File: src/rtl/uartcon_pkg.sv
// Shared definitions for the UART transmit arbiter: state encoding, byte width
// and the round-robin successor helper.
package uartcon_pkg;

  localparam int UART_BYTE_W = 8;

  typedef enum logic [1:0] {
    S_IDLE = 2'd0,
    S_LOAD = 2'd1,
    S_LOCK = 2'd2
  } arb_state_e;

  // Next index after idx in a ring of n entries.
  function automatic int rr_next(input int idx, input int n);
    if (idx >= n - 1) begin
      return 0;
    end else begin
      return idx + 1;
    end
  endfunction

endpackage

File: src/rtl/uartcon_rr_pick.sv
// Combinational round-robin selector: first set bit of req searching upward
// from ptr with wrap at NREQ-1.
module uartcon_rr_pick #(
  parameter int NREQ = 4,
  parameter int IDW  = 2
) (
  input  logic [NREQ-1:0] req,
  input  logic [IDW-1:0]  ptr,
  output logic [IDW-1:0]  winner,
  output logic            any_valid
);

  localparam logic [IDW:0] NREQ_W = (IDW + 1)'(NREQ);

  logic [IDW:0]   sum_s;
  logic [IDW-1:0] idx_s;

  // Scan from the farthest offset down so the nearest valid offset is written last
  always_comb begin
    winner    = '0;
    sum_s     = '0;
    idx_s     = '0;
    any_valid = |req;
    for (int k = NREQ - 1; k >= 0; k--) begin
      sum_s  = {1'b0, ptr} + (IDW + 1)'(k);
      sum_s  = (sum_s >= NREQ_W) ? (sum_s - NREQ_W) : sum_s;
      idx_s  = sum_s[IDW-1:0];
      winner = req[idx_s] ? idx_s : winner;
    end
  end

endmodule

File: src/rtl/uartcon_tx_arb.sv
// Round-robin, packet-locking arbiter in front of a UART byte transmitter.
// Optional lock timeout enabled by defining UARTCON_TX_ARB_TIMEOUT_EN.
module uartcon_tx_arb
  import uartcon_pkg::*;
#(
  parameter int  NREQ           = 4,
  parameter int  TIMEOUT_CYCLES = 1024,
  localparam int IDW            = (NREQ > 1) ? $clog2(NREQ) : 1
) (
  input  logic                        clk,
  input  logic                        rst,
  input  logic [NREQ-1:0]             req_valid,
  input  logic [UART_BYTE_W*NREQ-1:0] req_data,
  input  logic [NREQ-1:0]             req_last,
  output logic [NREQ-1:0]             req_ready,
  output logic                        tx_valid,
  output logic [UART_BYTE_W-1:0]      tx_data,
  input  logic                        tx_load,
  output logic [IDW-1:0]              grant_id,
  output logic                        busy,
  output logic                        timeout_err
);

  arb_state_e             state_q, state_d;
  logic                   tx_valid_q, tx_valid_d;
  logic [UART_BYTE_W-1:0] tx_data_q, tx_data_d;
  logic [IDW-1:0]         grant_id_q, grant_id_d;
  logic [IDW-1:0]         rr_ptr_q, rr_ptr_d;
  logic                   last_q, last_d;
  logic                   busy_q;
  logic                   timeout_err_q, timeout_err_d;

  logic [IDW-1:0]         pick_id_s, sel_id_s;
  logic                   pick_any_s, accept_s, sel_last_s, tmo_hit_s;
  logic [NREQ-1:0]        ready_s;
  logic [UART_BYTE_W-1:0] sel_byte_s;

  uartcon_rr_pick #(.NREQ(NREQ), .IDW(IDW)) u_pick (
    .req       (req_valid),
    .ptr       (rr_ptr_q),
    .winner    (pick_id_s),
    .any_valid (pick_any_s)
  );

  // Decide which requester may hand over a byte this cycle and mux its data
  always_comb begin
    ready_s    = '0;
    sel_id_s   = grant_id_q;
    sel_byte_s = '0;
    sel_last_s = 1'b0;
    case (state_q)
      S_IDLE: begin
        sel_id_s           = pick_id_s;
        ready_s[pick_id_s] = pick_any_s;
      end
      S_LOCK:  ready_s[grant_id_q] = req_valid[grant_id_q];
      default: ready_s = '0;
    endcase
    for (int i = 0; i < NREQ; i++) begin
      sel_byte_s = (sel_id_s == IDW'(i)) ? req_data[i*UART_BYTE_W +: UART_BYTE_W] : sel_byte_s;
      sel_last_s = (sel_id_s == IDW'(i)) ? req_last[i] : sel_last_s;
    end
  end

  assign accept_s = |ready_s;

`ifdef UARTCON_TX_ARB_TIMEOUT_EN
  localparam int CNT_W = $clog2(TIMEOUT_CYCLES + 1);

  logic [CNT_W-1:0] tmo_cnt_q, tmo_cnt_d;

  // A waiting byte always beats the terminal count
  assign tmo_hit_s = (state_q == S_LOCK) && !accept_s &&
                     (tmo_cnt_q == CNT_W'(TIMEOUT_CYCLES - 1));

  // Count idle cycles spent inside a locked packet
  always_comb begin
    if ((state_q == S_LOCK) && !accept_s) begin
      tmo_cnt_d = tmo_cnt_q + CNT_W'(1);
    end else begin
      tmo_cnt_d = '0;
    end
  end

  // Lock idle counter register
  always_ff @(posedge clk) begin
    if (rst) begin
      tmo_cnt_q <= '0;
    end else begin
      tmo_cnt_q <= tmo_cnt_d;
    end
  end
`else
  assign tmo_hit_s = 1'b0;
`endif

  // Arbitration FSM next state
  always_comb begin
    state_d       = state_q;
    tx_valid_d    = tx_valid_q;
    tx_data_d     = tx_data_q;
    grant_id_d    = grant_id_q;
    last_d        = last_q;
    rr_ptr_d      = rr_ptr_q;
    timeout_err_d = 1'b0;
    case (state_q)
      S_IDLE, S_LOCK: begin
        if (accept_s) begin
          tx_data_d  = sel_byte_s;
          tx_valid_d = 1'b1;
          grant_id_d = sel_id_s;
          last_d     = sel_last_s;
          state_d    = S_LOAD;
        end else if (tmo_hit_s) begin
          timeout_err_d = 1'b1;
          rr_ptr_d      = IDW'(rr_next(int'(grant_id_q), NREQ));
          state_d       = S_IDLE;
        end else begin
          state_d = state_q;
        end
      end
      S_LOAD: begin
        if (tx_load) begin
          tx_valid_d = 1'b0;
          if (last_q) begin
            rr_ptr_d = IDW'(rr_next(int'(grant_id_q), NREQ));
            state_d  = S_IDLE;
          end else begin
            state_d = S_LOCK;
          end
        end else begin
          tx_valid_d = 1'b1;
        end
      end
      default: state_d = S_IDLE;
    endcase
  end

  // State and registered outputs
  always_ff @(posedge clk) begin
    if (rst) begin
      state_q       <= S_IDLE;
      tx_valid_q    <= 1'b0;
      tx_data_q     <= '0;
      grant_id_q    <= '0;
      last_q        <= 1'b0;
      rr_ptr_q      <= '0;
      busy_q        <= 1'b0;
      timeout_err_q <= 1'b0;
    end else begin
      state_q       <= state_d;
      tx_valid_q    <= tx_valid_d;
      tx_data_q     <= tx_data_d;
      grant_id_q    <= grant_id_d;
      last_q        <= last_d;
      rr_ptr_q      <= rr_ptr_d;
      busy_q        <= (state_d != S_IDLE);
      timeout_err_q <= timeout_err_d;
    end
  end

  assign req_ready   = ready_s;
  assign tx_valid    = tx_valid_q;
  assign tx_data     = tx_data_q;
  assign grant_id    = grant_id_q;
  assign busy        = busy_q;
  assign timeout_err = timeout_err_q;

endmodule

File: config.mk
export PLATFORM = sky130hd
export DESIGN_NAME = uartcon_tx_arb
export DESIGN_NICKNAME = d
export VERILOG_FILES = /design/src/rtl/uartcon_pkg.sv /design/src/rtl/uartcon_rr_pick.sv /design/src/rtl/uartcon_tx_arb.sv
export SDC_FILE = /design/constraint.sdc
export NUM_CORES = 1
export LEC_CHECK = 0
export CAP_MARGIN = 10
export CORE_ASPECT_RATIO = 0.7
export CORE_MARGIN = 2
export CORE_UTILIZATION = 40
export DETAILED_ROUTE_END_ITERATION = 8
export GPL_ROUTABILITY_DRIVEN = 0
export PLACE_DENSITY = 0.89
export SKIP_LAST_GASP = 1
export SLEW_MARGIN = 30
export SYNTH_ARGS = -nofsm -noshare
export SYNTH_HDL_FRONTEND = slang
export SYNTH_SLANG_ARGS = --single-unit
File: constraint.sdc
create_clock -name clk -period 2.9 [get_ports clk]
set_clock_uncertainty 0.2 [all_clocks]
set_input_delay 0.58 -clock clk [delete_from_list [all_inputs] [get_ports clk]]
set_output_delay 0.58 -clock clk [all_outputs]
set_load 0.02 [all_outputs]
# Word-level counts from Yosys, hierarchy flattened
# Index checks and enable logic that the tools add are counted.
# totals
word_cells,88
out_inout_bits,17
input_bits,43
regBits,17
# op_classes
eq_ne,6
magnitude_cmp,13
mux,40
n_reduce_logical,12
bitwise,2
n_addsub,8
# op_table
op,count
8-bit 2-to-1 mux,4
2-bit 2-to-1 mux,13
2-bit by 3-bit less-than comparator with 1-bit output (second input constant),6
1-bit 2-to-1 mux,13
1-bit binary-select mux with 2-bit select,5
3-bit >= comparator (second input constant),3
4-bit bitwise AND,2
4-bit one-hot mux with 2 select lines,1
4-bit OR reduction,2
2-bit by 1-bit subtractor with 2-bit output (second input constant),4
2-bit by 2-bit adder with 3-bit output (second input constant),2
2-bit equality test (second input constant),3
1-bit demux with 2-bit select,2
2-bit by 1-bit equality test with 1-bit output (second input constant),2
2-bit by 1-bit >= comparator with 1-bit output (second input constant),2
2-bit zero test,2
2-bit one-hot mux with 2 select lines,1
2-bit AND reduction,2
2-bit nonzero test,2
2-bit by 1-bit adder with 3-bit output (second input constant),1
2-bit by 3-bit >= comparator with 1-bit output (second input constant),1
3-bit AND reduction,1
2-bit by 1-bit adder with 2-bit output (second input constant),1
2-bit >= comparator (second input constant),1
4 further kinds,5

# Depth between registers and ports, before layout
# logic_depth
depth_word,19
mapped_depth,7
mapped_depth_nobuf,6

# Modules after synthesis
# A second synthesis with hierarchy kept.
# hier_totals
cells_unflattened,145
hier_area_um2,1271.2
# by_module_without_submodules
mod,n_inst,cells_per_inst,area_per_inst_um2,seq_area_each_um2
uartcon_tx_arb,1,130,1189.9,340.3
uartcon_rr_pick,1,15,81.3,0.0

# Least setup slack after synthesis
# Ideal clock, no wire load.
# synth_timing
kind,reg-to-reg
from,register grant_id_q[0] (netlist: grant_id[0])
to,register last_q
period_less_slack_ns,2.464
path_buffers,1
setup_time_ns,0.128
slack_ns,0.436
stages_incl_launch_ff,8
arrival_ns,2.136
path_cell_list,dfxtp_1 > inv_1 > ha_1 > or4_2 > a21boi_4 > or3b_1 > buf_6 > o221ai_2
# synth_between
elab_chain_len,8
# synth_rtl
element,line_no,rtl
start: declaration,uartcon_tx_arb.sv:27,"logic [IDW-1:0] grant_id_q, grant_id_d;"
start signal: assignment,uartcon_tx_arb.sv:154,grant_id_q <= grant_id_d;
2-bit by 3-bit less-than comparator with 1-bit output (implied by the code) or 2-bit by 1-bit >= comparator with 1-bit output (tied branches),uartcon_tx_arb.sv:56,S_LOCK: ready_s[grant_id_q] = req_valid[grant_id_q];
1-bit logical AND (implied by the code),uartcon_tx_arb.sv:56,
1-bit 2-to-1 mux (implied by the code),uartcon_tx_arb.sv:56,
1-bit demux with 2-bit select,uartcon_tx_arb.sv:56,
4-bit bitwise AND (no source line),--,
4-bit one-hot mux with 2 select lines,uartcon_tx_arb.sv:51,case (state_q)
4-bit OR reduction,uartcon_tx_arb.sv:65,assign accept_s = |ready_s;
2-bit AND reduction (no source line),--,
end signal: assignment,uartcon_tx_arb.sv:155,last_q <= last_d;
end: declaration,uartcon_tx_arb.sv:29,"logic last_q, last_d;"
# Parallel ways exist; a longest one is shown, timed or not. The select of a mux whose other input is x is not followed.
# A chain may end at the register's enable or synchronous reset.

# Final worst setup path
# layout_timing
from,input req_valid[0]
to,output req_ready[0]
# layout_between
elab_chain_len,12
# layout_rtl
element,line_no,rtl
start: declaration,uartcon_tx_arb.sv:12,"input logic [NREQ-1:0] req_valid,"
1-bit binary-select mux with 2-bit select,uartcon_rr_pick.sv:28,winner = req[idx_s] ? idx_s : winner;
1-bit 2-to-1 mux (implied by the code),uartcon_rr_pick.sv:28,
2-bit 2-to-1 mux (4 in a row),uartcon_rr_pick.sv:28,
2-bit by 3-bit less-than comparator with 1-bit output (implied by the code) or 2-bit by 1-bit >= comparator with 1-bit output (tied branches),uartcon_tx_arb.sv:54,ready_s[pick_id_s] = pick_any_s;
1-bit logical AND (implied by the code),uartcon_tx_arb.sv:54,
1-bit 2-to-1 mux (implied by the code),uartcon_tx_arb.sv:54,
1-bit demux with 2-bit select,uartcon_tx_arb.sv:54,
4-bit bitwise AND (no source line),--,
4-bit one-hot mux with 2 select lines *,uartcon_tx_arb.sv:51,
end: declaration,uartcon_tx_arb.sv:15,"output logic [NREQ-1:0] req_ready,"
# Every way passes the cells marked *; elsewhere a longest branch is shown, timed or not. The select of a mux whose other input is x is not followed.

==> results.toml <==
[run_status]
status = "finished, final reports clean"

[critical_path]
critPathLaunch = "req_valid[0]"
crit_type = "input pin to output port"
startpoint_type = "input pin"
end_kind = "output port"
crit_required_ps = 2120
cp_slowest_cell = "mux4_2"
cpLargestDelayFamily = "buffers and inverters"
arrival_ps = 2080
r2r-start = "grant_id[0]"
max_stage_delay_ps = 490
cp_cell_sequence = "dlygate4sd2_1 > mux4_2 > and2_4 > a32o_2 > dlygate4sd2_1"
crit_fanout = 6
critPathBufInv = 2
cp_common_cell = "dlygate4sd2_1"

[yosys]
ys_ff_latch = 17
netlist_top_cells_area = "dfxtp_1 (27%), mux2i_1 (15%), o221ai_2 (11%)"
syn_area_um2 = 1260
ys_types = 38
yosysSeqAreaShare_pct = 27.1
yosys_warnings = 0
synth_most_common_cell = "mux2i_1"
synthArstFlopShare_pct = 0
ys_top_cells_by_count = "mux2i_1 (19), dfxtp_1 (17), a21oi_1 (9), nand3b_1 (9), o221ai_2 (9)"
syn_avg_cell_area_um2 = 9.81
yosysTopAreaCell = "dfxtp_1"
netlist.area_leader.share_pct = 27.1
netlist_instances = 128
syn_nets = 175
synth_ff_type = "dfxtp_1"
synth-edff-count = 0

[clocking]
cts_made_buffers = 3
tritoncts = "yes"
cts.sinks = 17
path_clk_slew_ps = 70
post_cts_buffers = 0
cts_max_path_buffers = 2
clk_latency_ps = 260
htree_levels = 1
clockRootBuffer = "clkbuf_8"

[route]
drt-total-wl_mm = 4.02
firstDrtPassIters = 4
drc_errors = 0
vias_per_cell = 5.63
drt_iter0_drc = 51
antenna_left = 0
vias = 1324
drt-wirelength-per-cell_um = 17.1

[floorplanning]
ios = 60
die_area_um2 = 3610
rows = 16
die_height_um = 50.9
start_util_pct = 43.6
die_w_um = 71.0
core-area_um2 = 2880

[sta]
fmax_mhz = 349
hold_viol = 0
rsz0062_at_grt = "no"
final-max-slew-violation-count = 0
fin_crit_ps = 2860
fin_crit_sh_pct = 98.7
finalSetupViolations = 0
fin_ws_ps = 36.8

[hold_path]
hp-start = "tx_data[7]"
hp-class = "flop to flop"

[final_layout]
nets = 247
regArea_um2 = 340
diodes = 0
drive_above_1_share_pct = 21.1
multi_input_area_um2 = 866
area_growth_pct = 61.5
stdcell_count = 235
final.fill_count = 202

[global_route]
grt_pass1_wl_mm = 6.27
gr-total-overflow = 0
grt_use_total_pct = 22.5
grt_pass1_vias = 1310
grt_max_degree = 19
antenna_found_initial = 0

[place]
dp.cells = 231
portBuffers = 58
place.detailed.hpwl_mm = 3.12
place_ws_ps = -541

[pwr]
p_per_area_nw_per_um2 = 437
leakage_nw = 0.787
ir_drop_uv = 318

[job]
drv_cap = 0
flip-flops by register name, summed over array words and instances, names as in the netlist:
register  flops
busy          1
grant_id      2
last_q        1
rr_ptr_q      2
state_q       2
tx_data       8
tx_valid      1
cells by family after synthesis:
logic type	synth area share (%)
simple gates	20.9
mux	17.2
fa+ha+maj	3.98
other cells	0.299
compound gates	25.5
buf+inv	4.98
flops	27.1
tightest hold or removal path: cells and delay by family (launching register included):
kind / cells / cell delay (ps)
and+or+nand+nor: 1 / 90
DFF: 1 / 340
AOI/OAI and AO/OA: 1 / 60
final timing paths:
check             cells past startpoint  slack [ps]            to
setup / recovery                      5          40  req_ready[0]
hold / removal                        2         310    tx_data[7]
setup reg to reg                      8         420    tx_data[2]
hold reg to reg                       2         310    tx_data[7]
layer usage:
layer / global-route usage [%] / wire [um] / up-vias
li1: - / - / 632
met1: 26.5 / 1590 / 636
met2: 43.0 / 2170 / 48
met3: 3.75 / 195 / 8
met4: 5.35 / 59 / 0
met5: 0 / 0 / -
area by class of cell:
cell class | count | area share [%]
Inverter | 2 | 0.370
Multi-Input combinational cell | 102 | 42.7
Sequential cell | 17 | 16.8
Timing Repair Buffer | 74 | 35.5
Tap cell | 36 | 2.22
Clock inverter | 1 | 0.370
Clock buffer | 3 | 2.04
power by group:
| part | switching, mW | total [mW] | internal [mW] |
|---|---|---|---|
| logic | 0.190 | 0.411 | 0.221 |
| registers | 0.0231 | 0.290 | 0.267 |
| clock network | 0.0878 | 0.185 | 0.0968 |
| total | 0.301 | 0.886 | 0.585 |
metrics by stage:
stage	hold slack, ps	power (mW)	TNS (ps)	util, %	instance area, um2
6_report	315	0.886	0	70.4	2030
5_1_grt	334	0.926	0	70.4	2030
4_1_cts	315	0.888	0	70.8	2040
3_5_place_dp	298	0.705	-2220	69.2	2000
3_3_place_gp	292	0.692	-1760	69.2	2000
2_1_floorplan	318	0.512	0	-	1260
what timing repair did:
item	4_1_cts	5_1_grt
resized for setup	14	5
hold buffers	0	0
gates cloned	0	0
endpoints found under the setup margin	4	4
cells in the final DEF, fill, tap and decap left out, types with 2 or more instances in the layout:
master and instances:
clkdlybuf4s50_1 50, mux2i_1 19, dfxtp_1 17, buf_4 13
a21oi_1 9, nand3b_1 9, o221ai_2 9, nor2_1 8
nand2b_1 6, nand2_1 5, ha_1 4, nor2b_1 3
clkbuf_8 3, dlygate4sd2_1 3, clkbuf_2 3, buf_12 3
inv_1 2, o21ai_0 2, and2b_2 2, a22o_1 2
nand3_1 2, or3_1 2
No activity file was read; power rests on OpenSTA's default activity.
